**config.mk**
```make
export PLATFORM = sky130hd
export DESIGN_NAME = expr_recognizer_flat
export DESIGN_NICKNAME = d
export VERILOG_FILES = /design/src/rtl/expr_recognizer_if.sv /design/src/rtl/expr_recognizer.sv /design/src/flat_wrapper.sv
export SDC_FILE = /design/constraint.sdc
export NUM_CORES = 1
export LEC_CHECK = 0
export ABC_AREA = 1
export CAP_MARGIN = 30
export CORE_MARGIN = 5
export CORE_UTILIZATION = 25
export CTS_CLUSTER_SIZE = 12
export DETAILED_ROUTE_END_ITERATION = 16
export DONT_BUFFER_PORTS = 1
export SLEW_MARGIN = 10
export SYNTH_ARGS = -nofsm -noshare
export SYNTH_HDL_FRONTEND = slang
export SYNTH_SLANG_ARGS = --single-unit
```
**constraint.sdc**
```tcl
create_clock -name clk -period 2.1 [get_ports clk]
set_input_delay 0.21 -clock clk [delete_from_list [all_inputs] [get_ports clk]]
set_output_delay 0.21 -clock clk [all_outputs]
set_load 0.01 [all_outputs]
```
**src/rtl/expr_recognizer_if.sv**
```systemverilog
// rtl/expr_recognizer_if.sv - symbol input and status output bundle for expr_recognizer
interface expr_recognizer_if #(
  parameter int CNT_W = 8
);
  logic             in_valid;
  logic [7:0]       in;
  logic             out;
  logic             accept;
  logic             error;
  logic [3:0]       depth;
  logic [CNT_W-1:0] operand_cnt;

  modport master (
    output in_valid, in,
    input  out, accept, error, depth, operand_cnt
  );

  modport slave (
    input  in_valid, in,
    output out, accept, error, depth, operand_cnt
  );
endinterface

```
**src/rtl/expr_recognizer.sv**
```systemverilog
// rtl/expr_recognizer.sv - streaming recogniser for '=' terminated ASCII arithmetic expressions
module expr_recognizer #(
  parameter int MAX_DIGITS  = 4,
  parameter int MAX_DEPTH   = 7,
  parameter int CNT_W       = 8,
  parameter int ALLOW_SPACE = 1
) (
  input logic              clk,
  input logic              clr,
  expr_recognizer_if.slave bus
);

  localparam logic [3:0] MAX_DIGITS_L = 4'(MAX_DIGITS);
  localparam logic [3:0] MAX_DEPTH_L  = 4'(MAX_DEPTH);

  typedef enum logic [1:0] {
    START = 2'd0,  // expecting an operand or '('
    NUM   = 2'd1,  // inside a digit run
    AFTER = 2'd2,  // operand closed by space or ')'
    ERR   = 2'd3   // absorbing until clr
  } state_t;

  typedef enum logic [2:0] {
    C_DIG, C_OP, C_LP, C_RP, C_EQ, C_SP, C_BAD
  } sym_t;

  state_t           state_q;
  logic [3:0]       digit_cnt_q;
  logic [3:0]       depth_q;
  logic [CNT_W-1:0] cnt_q;
  logic             accept_q;

  sym_t             sym;
  logic [CNT_W-1:0] cnt_base;
  logic [CNT_W-1:0] cnt_inc;

  // Classify the incoming byte; space is only a separator when enabled.
  always_comb begin
    sym = C_BAD;
    if (bus.in >= 8'd48 && bus.in <= 8'd57) begin
      sym = C_DIG;
    end else begin
      case (bus.in)
        8'd42, 8'd43, 8'd45, 8'd47: sym = C_OP;
        8'd40:                      sym = C_LP;
        8'd41:                      sym = C_RP;
        8'd61:                      sym = C_EQ;
        8'd32:                      sym = (ALLOW_SPACE != 0) ? C_SP : C_BAD;
        default:                    sym = C_BAD;
      endcase
    end
  end

  // Next operand count: the accept cycle wipes the old count first, then saturating +1.
  always_comb begin
    cnt_base = accept_q ? '0 : cnt_q;
    cnt_inc  = (&cnt_base) ? cnt_base : cnt_base + 1'b1;
  end

  // Main recogniser FSM with registered counters and accept pulse.
  always_ff @(posedge clk) begin
    if (clr) begin
      state_q     <= START;
      digit_cnt_q <= 4'd0;
      depth_q     <= 4'd0;
      cnt_q       <= '0;
      accept_q    <= 1'b0;
    end else begin
      accept_q <= 1'b0;
      // The finished expression's count is visible for exactly the accept cycle.
      if (accept_q) cnt_q <= '0;
      if (bus.in_valid) begin
        case (state_q)
          START: begin
            case (sym)
              C_DIG: begin
                state_q     <= NUM;
                digit_cnt_q <= 4'd1;
                cnt_q       <= cnt_inc;
              end
              C_LP: begin
                if (depth_q < MAX_DEPTH_L) depth_q <= depth_q + 4'd1;
                else                       state_q <= ERR;
              end
              C_SP: begin
              end
              default: state_q <= ERR;
            endcase
          end
          NUM, AFTER: begin
            case (sym)
              C_DIG: begin
                // Digits only extend an unbroken run, never resume after space or ')'.
                if (state_q == NUM && digit_cnt_q < MAX_DIGITS_L) digit_cnt_q <= digit_cnt_q + 4'd1;
                else                                              state_q <= ERR;
              end
              C_OP: state_q <= START;
              C_RP: begin
                if (depth_q != 4'd0) begin
                  depth_q <= depth_q - 4'd1;
                  state_q <= AFTER;
                end else begin
                  state_q <= ERR;
                end
              end
              C_SP: state_q <= AFTER;
              C_EQ: begin
                if (depth_q == 4'd0) begin
                  accept_q <= 1'b1;
                  state_q  <= START;
                end else begin
                  state_q <= ERR;
                end
              end
              default: state_q <= ERR;
            endcase
          end
          default: begin
          end
        endcase
      end
    end
  end

  assign bus.out         = (state_q == NUM || state_q == AFTER) && (depth_q == 4'd0);
  assign bus.accept      = accept_q;
  assign bus.error       = (state_q == ERR);
  assign bus.depth       = depth_q;
  assign bus.operand_cnt = cnt_q;

endmodule

```
**src/flat_wrapper.sv**
```systemverilog
// flat-port wrapper written by rule: the top's interface ports become plain ports
module expr_recognizer_flat 
#(
  parameter int MAX_DIGITS  = 4,
  parameter int MAX_DEPTH   = 7,
  parameter int CNT_W       = 8,
  parameter int ALLOW_SPACE = 1
)
  (clk, clr, bus_in_valid, bus_in, bus_out, bus_accept, bus_error, bus_depth, bus_operand_cnt);
  expr_recognizer_if #(.CNT_W(CNT_W)) bus_i ();
  input logic clk;
  input logic clr;
  input wire logic [$bits(bus_i.in_valid)-1:0] bus_in_valid;
  input wire logic [$bits(bus_i.in)-1:0] bus_in;
  output wire logic [$bits(bus_i.out)-1:0] bus_out;
  output wire logic [$bits(bus_i.accept)-1:0] bus_accept;
  output wire logic [$bits(bus_i.error)-1:0] bus_error;
  output wire logic [$bits(bus_i.depth)-1:0] bus_depth;
  output wire logic [$bits(bus_i.operand_cnt)-1:0] bus_operand_cnt;
  assign bus_i.in_valid = bus_in_valid;
  assign bus_i.in = bus_in;
  assign bus_out = bus_i.out;
  assign bus_accept = bus_i.accept;
  assign bus_error = bus_i.error;
  assign bus_depth = bus_i.depth;
  assign bus_operand_cnt = bus_i.operand_cnt;
  expr_recognizer #(.MAX_DIGITS(MAX_DIGITS), .MAX_DEPTH(MAX_DEPTH), .CNT_W(CNT_W), .ALLOW_SPACE(ALLOW_SPACE)) u_core (.clk(clk), .clr(clr), .bus(bus_i));
endmodule
```
==> metrics.md, run 1 <==
| Metric | Value |
|---|---|
| XOR/XNOR Fraction of Synth Area | 0.0126 |
| Wire length of the first global-routing pass | roughly 5300 um |
| Metal-1 WL | 1430 um |
| Compound-Gate Fraction of Synth Area | 0.130 |
| Mean Syn Cell Area | approximately 6.6 um2 |
| Initial DRC count | 25 |
| Status | finished clean |
| DP Area | around 0.0015 mm2 |
| Async set or reset register ratio after synthesis | 0 |
| Fillcell total | ~600 |
| Post-layout min period | 1.86 ns |
| Worst EP required | approximately 2.3 ns |
| Top routing layer used | met4 |
| CTS tree | done |
| Post-placement cell count | around 280 |
| Period utilization | 0.887 |
| RePlAce Congestion | ~0.85 |
| Die Ht | about 85 um |
| RSZ-0062 raised after global routing | false |
| Total gr overflow | 0 |
| Fin Hold WS | ~0.0097 ns |
| Drt wl/cell | just over 10 um |
| Final HPWL DP | roughly 2500 um |
| Clock latency on the worst-skew pair | 0.26 ns |
| Share of cells above drive strength 1 | 0.135 |
| Util after Layout | 0.284 |
| Top-area cell type share of the netlist area | 0.274 |
| Number of global-route vias before repair | around 1200 |
| Sw frac | 0.319 |
| Syn nets | approximately 230 |
| Synth cell types | 34 |
| Vias per inst | ~4.4 |
| CP Buf/Inv Count | 1 |
| Top-count cell post-synth | inv_1 |
| Switching power total | between 0.2 and 0.3 mW |
| Cts bufs inserted | 3 |
| Clk slew on worst S/H paths | about 0.080 ns |
| First-pass DRT Iterations | 4 |
| Die Area | 0.00715 mm2 |
| Remaining DRCs | 0 |
| Clock tree buffer depth | 2 |
| P&R area growth vs syn | 11.2% |
| Flops & latches, synth | 19 |
| Pwr/cell area | between 500 and 600 mW/mm2 |
| Cell Area, Synth | approximately 0.0014 mm2 |
| VDD IR max | about 0.00026 V |
| Vias post-DR | between 1000 and 1500 |
| Initial antenna violation count | 0 |
| Max_slew headroom | 0.747 |
| Max incr delay on CP | a little over 0.4 ns |
| Slowest cell on crit path | ha_2 |
| Root Driver | clkbuf_8 |
| Crit. End Element | register |
| I/O pin total | 26 |
| Synth area leaders | dfxtp_1 27%, inv_1 9.5%, nor2_1 8.4% |
| Fraction of synthesized area in multiplexers | 0 |
| Final Max Tran Viols | 0 |
| Total inserted antenna cells | 0 |
| Postcts setup bufs | 0 |
| Top post-synthesis cells by count | 35 x inv_1, 31 x nor2_1, 30 x nand2_1 |
| WL met3 | approximately 300 um |
| Max_cap viols | 0 |
| Crit Path Max Fanout | 8 |
| Fin. Hold Viols | 0 |
| Worst hold-check path type | input pin to register |
| Top cell type by total area after synthesis | dfxtp_1 |
| Synth Area in Adders | 0.0775 |
| Simple-gate share of the synthesized area | 0.389 |
| Fmax | 537 MHz |
| CP arrival | ~2 ns |
| Primary FF master, synth | dfxtp_1 |
| Largest net degree at the start of global routing | 14 |
| Final setup fails | 0 |
| PortBufs | 0 |
| Detailed-route wire length | around 3000 um |
| Clock Sinks | 19 |
| GRT Overall Usage | 0.0899 |
| Core ar. | around 0.0054 mm2 |
| Met2 WL post-DR | around 1200 um |
| Leak | between 0.6 and 0.7 nW |
| Post-place setup slack | approximately 0.17 ns |
| Post-route design area | about 0.0015 mm2 |
| Post-Synthesis Cells | 210 |
| H-tree Lvls | 1 |
| Crit Path Category | register to register |
| Number of synthesized flops with an enable pin | 0 |
| Final ANT Viol Nets | 0 |
| Setup ws final | approximately 0.24 ns |
| Die width | between 80 and 90 um |
| Final cell count without fillers | approximately 290 |
| Seq pwr share | 0.470 |
| Top delay family on crit path | adder cells |
| Sequential-to-total area share from yosys stat | 0.274 |
| Syn. warnings | 0 |
| Crit path launch type | register |
| CP Cell Sequence | inv_1 -> ha_2 -> ha_1 -> a21oi_1 -> nand2_1 -> xor2_1 -> nand2_1 -> o21ai_1 -> a21oi_1 |
| Comb power frac | 0.215 |
| Pwr Total | between 0.8 and 0.9 mW |
| Clock share of power | 0.316 |
| Slew @ Worst Pin | roughly 0.38 ns |
| Row cnt | 27 |
| Setup Skew | approximately 0.0036 ns |
| Cell internal pwr | about 0.57 mW |
| Largest family of logic cells by synthesized area | simple AND/OR/NAND/NOR gates |
| Total Neg Setup Slack | 0 ns |
| Nets | between 200 and 250 |
| Initial core utilization | 0.255 |
## path summary, 6_finish.rpt
| path | startpoint | endpoint | slack (ns) | cells after the start |
|---|---|---|---|---|
| setup / recovery | u_core.state_q[0] | u_core.bus.depth[3] | 0.24 | 9 |
| hold / removal | clr | u_core.bus.operand_cnt[5] | 0.01 | 1 |
| setup reg to reg | u_core.state_q[0] | u_core.bus.depth[3] | 0.24 | 9 |
| hold reg to reg | u_core.digit_cnt_q[3] | u_core.digit_cnt_q[3] | 0.45 | 2 |
## power groups by stage
stage	Sequential, mW	Combinational (mW)	Clock [mW]
2_1_floorplan	0.399	0.143	0
3_3_place_gp	0.404	0.177	0
3_5_place_dp	0.404	0.179	0
4_1_cts	0.395	0.180	0.275
5_1_grt	0.398	0.210	0.289
6_report	0.395	0.180	0.266
## kinds of logic after synthesis
kind of cell	Yosys count
buffers and inverters	43
xor gates and xnor gates	2
DFF	19
and+or+nand+nor	109
adders and majority gates	8
AOI/OAI and AO/OA	29
## layer usage
metal,vias up,track usage
met5,-,0
met4,0,0.0230
met3,4,0.0481
met2,31,0.133
met1,542,0.114
li1,688,-
## cell usage in the layout (no fill, tap or decap)
cell type	Yosys	routed
a211oi_2	2	2
o21ai_0	3	3
clkbuf_8	0	3
a31oi_1	3	3
fa_1	1	1
nor3b_1	1	1
nor2_8	1	1
nor3_2	2	3
nand4_1	5	5
clkinv_2	1	2
xor2_1	2	2
nor2_1	31	31
o21ai_4	1	1
inv_1	35	35
dfxtp_1	19	19
a21oi_1	9	9
o21ai_1	9	9
nor2_4	1	1
a211oi_1	1	1
or2_2	2	2
nor2_2	2	2
nand2_2	2	2
or2_0	2	2
ha_2	0	1
nand3b_1	1	1
nand3_2	1	1
buf_4	0	2
inv_2	4	4
nand3_1	17	17
nand2_4	2	2
o31ai_1	1	1
ha_1	7	6
nand2_1	30	30
clkinv_1	2	2
or2_1	1	1
nor3_1	8	7
## state kept, by name (all words and copies together) (netlist names)
register and count:
u_core.bus.accept 1, u_core.bus.depth 4, u_core.bus.operand_cnt 8, u_core.digit_cnt_q 4
u_core.state_q 2
## area by class of cell
type | instances | area [um2] | share of cell area
tap | 72 | 90.1 | 0.0583
inverter | 42 | 159 | 0.103
clock buffer | 3 | 41.3 | 0.0267
timing repair buffer | 2 | 15.0 | 0.00972
clock inverter | 1 | 5.00 | 0.00324
sequential | 19 | 380 | 0.246
multi-input combinational | 148 | 853 | 0.553
## what timing repair did
action / 4_1_cts / 5_1_grt
resized for setup: 0 / 2
endpoints found under the setup margin: 0 / 3
hold buffers: 0 / 0
Power figures use the tool's default switching activity.
==> inputs of run 2 (changes only) <==
--- a/config.mk
+++ b/config.mk
@@ -5,13 +5,15 @@
 export SDC_FILE = /design/constraint.sdc
 export NUM_CORES = 1
 export LEC_CHECK = 0
-export ABC_AREA = 1
 export CAP_MARGIN = 30
+export CELL_PAD_IN_SITES_DETAIL_PLACEMENT = 0
+export CELL_PAD_IN_SITES_GLOBAL_PLACEMENT = 2
 export CORE_MARGIN = 5
 export CORE_UTILIZATION = 25
 export CTS_CLUSTER_SIZE = 12
 export DETAILED_ROUTE_END_ITERATION = 16
 export DONT_BUFFER_PORTS = 1
+export PLACE_DENSITY_LB_ADDON = 0.1
 export SLEW_MARGIN = 10
 export SYNTH_ARGS = -nofsm -noshare
 export SYNTH_HDL_FRONTEND = slang
==> constraint.sdc (replaced) <==
create_clock -name clk -period 2.1 [get_ports clk]
set_input_delay 0.21 -clock clk [delete_from_list [all_inputs] [get_ports clk]]
set_output_delay 0.21 -clock clk [all_outputs]
set_load 0.05 [all_outputs]
==> run 2 against run 1 <==
Net effect:
- synthesized cell count down 28%
- core utilization up 3.7 points
- sequential share of layout area down 1.4 points
- via count down 6.5%
- maximum frequency down 4.1%
- combinational power up 52%
- sequential power down 3%
- critical path type unchanged
- critical endpoint unchanged
- largest power group unchanged
==> metrics.md, run 2 <==
| Metric | Value |
|---|---|
| Status | finished clean |
| Wire length of the first global-routing pass | 5810 um (+8.9%) |
| Max_cap viols | 0 (unchanged) |
| Vias per inst | 4.85 (+10%) |
| Crit. Startpoint | u_core.state_q[0] |
| CTS tree | done |
| PortBufs | 0 (unchanged) |
| Top-area cell type share of the netlist area | 0.285 (+0.0108) |
| Nets | 194 (-17%) |
| CP arrival | 2.10 ns (+0.08 ns) |
| Clock tree buffer depth | 2 (unchanged) |
| Synth area leaders | dfxtp_1 28%, ha_1 6.6%, a21oi_1 4.5% |
| Total Neg Setup Slack | 0 ns (unchanged) |
| Initial antenna violation count | 0 (unchanged) |
| Clock Sinks | 19 (unchanged) |
| Fillcell total | 570 (-5.2%) |
| Flops & latches, synth | 19 (unchanged) |
| Synth Area in Adders | 0.0805 (+0.00305) |
| Setup ws final | 0.158 ns (-0.0791 ns) |
| Pwr/cell area | 553 mW/mm2 (+1.5%) |
| Fmax | 515 MHz (-4.1%) |
| Crit. End Element | register |
| Slew @ Worst Pin | 0.339 ns (-0.0394 ns) |
| Commonest non-fill, non-tap cells in the layout | 26 x buf_4, 17 x dfxtp_1, 12 x nand3_1, 11 x a21oi_1, 10 x nor2_1 |
| Min-delay src | clr |
| Crit path launch type | register |
| Period utilization | 0.925 (+0.0377) |
| Slowest cell on crit path | dfxtp_1 |
| Leak | 0.662 nW (-3.1%) |
| Final ANT Viol Nets | 0 (unchanged) |
| Setup Skew | 0.00453 ns (+0.000974 ns) |
| First-pass DRT Iterations | 5 (+1) |
| Worst hold-check path type | input pin to register |
| Post-Synthesis Cells | 151 (-28%) |
| Synth cell types | 50 (+47%) |
| P&R area growth vs syn | 23.4% |
| Sequential-to-total area share from yosys stat | 0.285 (+0.0108) |
| Total gr overflow | 0 (unchanged) |
| Die Ht | 83.1 um (-1.7%) |
| Syn. warnings | 0 (unchanged) |
| RePlAce Congestion | 0.728 (-14%) |
| Multi-input gate area | 885 um2 (+3.7%) |
| I/O pin total | 26 (unchanged) |
| Post-placement cell count | 239 (-16%) |
| Post-layout min period | 1.94 ns (+0.0791 ns) |
| Top post-synthesis cells by count | 19 x dfxtp_1, 12 x a21oi_1, 12 x nand3_1 |
| R2r startpoint | u_core.state_q[0] |
| Die Area | 0.00691 mm2 (-3.3%) |
| Hold buffer count at CTS | 0 (unchanged) |
| Fin Hold WS | 0.0131 ns (+0.00347 ns) |
| Initial DRC count | 65 (+160%) |
| Drt wl/cell | 14.2 um (+37%) |
| Mean Syn Cell Area | 8.85 um2 (+34%) |
| Final setup fails | 0 (unchanged) |
| Async set or reset register ratio after synthesis | 0 (unchanged) |
| Commonest non-fill, non-tap cell in the layout | buf_4 |
| Max incr delay on CP | 0.36 ns (-0.05 ns) |
| Primary FF master, synth | dfxtp_1 |
| Vias post-DR | 1183 (-6.5%) |
| Fin. Hold Viols | 0 (unchanged) |
| Largest family of logic cells by synthesized area | simple AND/OR/NAND/NOR gates |
| Top cell type by total area after synthesis | dfxtp_1 |
| Largest net degree at the start of global routing | 17 (+3) |
| Final HPWL DP | 2710 um (+9.9%) |
| Compound-Gate Fraction of Synth Area | 0.194 (+0.0641) |
| Register area | 383 um2 (+0.66%) |
| Total inserted antenna cells | 0 (unchanged) |
| Max_slew headroom | 0.773 (+0.0260) |
| Root Driver | clkbuf_8 |
| Number of global-route vias before repair | 1153 (-7.0%) |
| Crit Path Category | register to register |
| Max FFs per register | 8 (unchanged) |
| VDD IR max | 0.000321 V (+22%) |
| Clock latency on the worst-skew pair | 0.25 ns (about the same) |
| Cell Area, Synth | 0.00134 mm2 (-3.8%) |
| XOR/XNOR Fraction of Synth Area | 0.0328 (+0.0202) |
| Final cell count without fillers | 244 (-15%) |
| Pwr Total | 0.912 mW (+8.4%) |
| CP Cell Sequence | inv_1 -> ha_4 -> buf_4 -> ha_1 -> a21oi_2 -> mux2i_1 -> a21oi_1 -> o21a_1 |
| Cts bufs inserted | 3 (unchanged) |
| Final Max Tran Viols | 0 (unchanged) |
| Clk slew on worst S/H paths | 0.07 ns (about the same) |
| Share of cells above drive strength 1 | 0.264 (+0.129) |
| Row cnt | 26 (-3.7%) |
| Initial core utilization | 0.260 (+0.00463) |
| Core ar. | 0.00514 mm2 (-5.5%) |
| Number of synthesized flops with an enable pin | 0 (unchanged) |
| Crit Path Max Fanout | 5 (-3) |
| GRT Overall Usage | 0.101 (+0.0111) |
| RSZ-0062 raised after global routing | false |
| Die width | 83.1 um (-1.7%) |
| Fraction of synthesized area in multiplexers | 0.0300 (+0.0300) |
| Detailed-route wire length | 3460 um (+16%) |
| Post-place setup slack | 0.0573 ns (-0.113 ns) |
| Top-count cell post-synth | dfxtp_1 |
| Syn nets | 170 (-26%) |
| Remaining DRCs | 0 (unchanged) |
| H-tree Lvls | 1 (unchanged) |
| Simple-gate share of the synthesized area | 0.302 (-0.0868) |
| Worst EP required | 2.26 ns (about the same) |
[run 2: changes by cell type in the layout (fill, tap and decap cells not counted), sizes merged, moves of 4 or more]
cell,change
or2,-5
and3,+5
nor2,-24
nand3,-6
mux2i,+4
inv,-30
o21ai,-9
clkinv,-4
buf,+25
xnor2,+4
a21oi,+4
nand2,-30
nor2b,+5
[run 2: timing repair]
item                       4_1_cts  5_1_grt
setup buffers                    0        1
hold endpoints to repair         0        0
gates resized for setup          0        4
setup endpoints to repair        0        7
[run 2: critical path, delay by kind of cell, from the launching register on]
kind | cells | cell delay (ns)
mux | 1 | 0.23
buf+inv | 2 | 0.25
compound gates | 3 | 0.43
flops | 1 | 0.36
fa+ha+maj | 2 | 0.58
[run 2: cells by family (layout without fill, tap and decap cells)]
| group | Yosys count | after routing |
|---|---|---|
| XOR/XNOR | 5 | 5 |
| flip-flops | 19 | 19 |
| buffers and inverters | 17 | 40 |
| multiplexers | 4 | 4 |
| adder cells (fa/ha/maj) | 8 | 8 |
| AO/OA/AOI/OAI | 36 | 36 |
| AND/OR/NAND/NOR | 62 | 62 |
[run 2: final timing paths]
path	slack (ns)	endpoint	cells after the start
worst min register to register	0.50	u_core.digit_cnt_q[1]	2
worst max register to register	0.16	u_core.bus.depth[3]	8
worst min-delay path	0.01	u_core.bus.depth[1]	1
worst max-delay path	0.16	u_core.bus.depth[3]	8
[run 2: per-stage QoR]
| stage | instance area [um2] | utilization |
|---|---|---|
| after detailed placement | 1570 | 0.306 |
| after CTS | 1620 | 0.315 |
| final | 1650 | 0.321 |
| after global routing | 1650 | 0.321 |
| after floorplan | 1350 | - |
| after global placement | 1570 | 0.306 |
[run 2: cell type report]
type / instances / share of cell area
multi-input cells: 115 / 0.536
clock buffers: 4 / 0.0273
well taps: 70 / 0.0531
repair buffers: 27 / 0.131
flip-flops and latches: 19 / 0.232
inverters: 9 / 0.0205
[run 2: power breakdown]
| part | switching (mW) | internal [mW] |
|---|---|---|
| combinational | 0.151 | 0.122 |
| sequential | 0.0108 | 0.371 |
| clock | 0.123 | 0.135 |
| total | 0.284 | 0.628 |
[run 2: per-layer routing]
metal | global-route usage | wire length (um)
met1 | 0.140 | 1730
met3 | 0.0366 | 215
met4 | 0.0178 | 20
met5 | 0 | 0
met2 | 0.151 | 1500
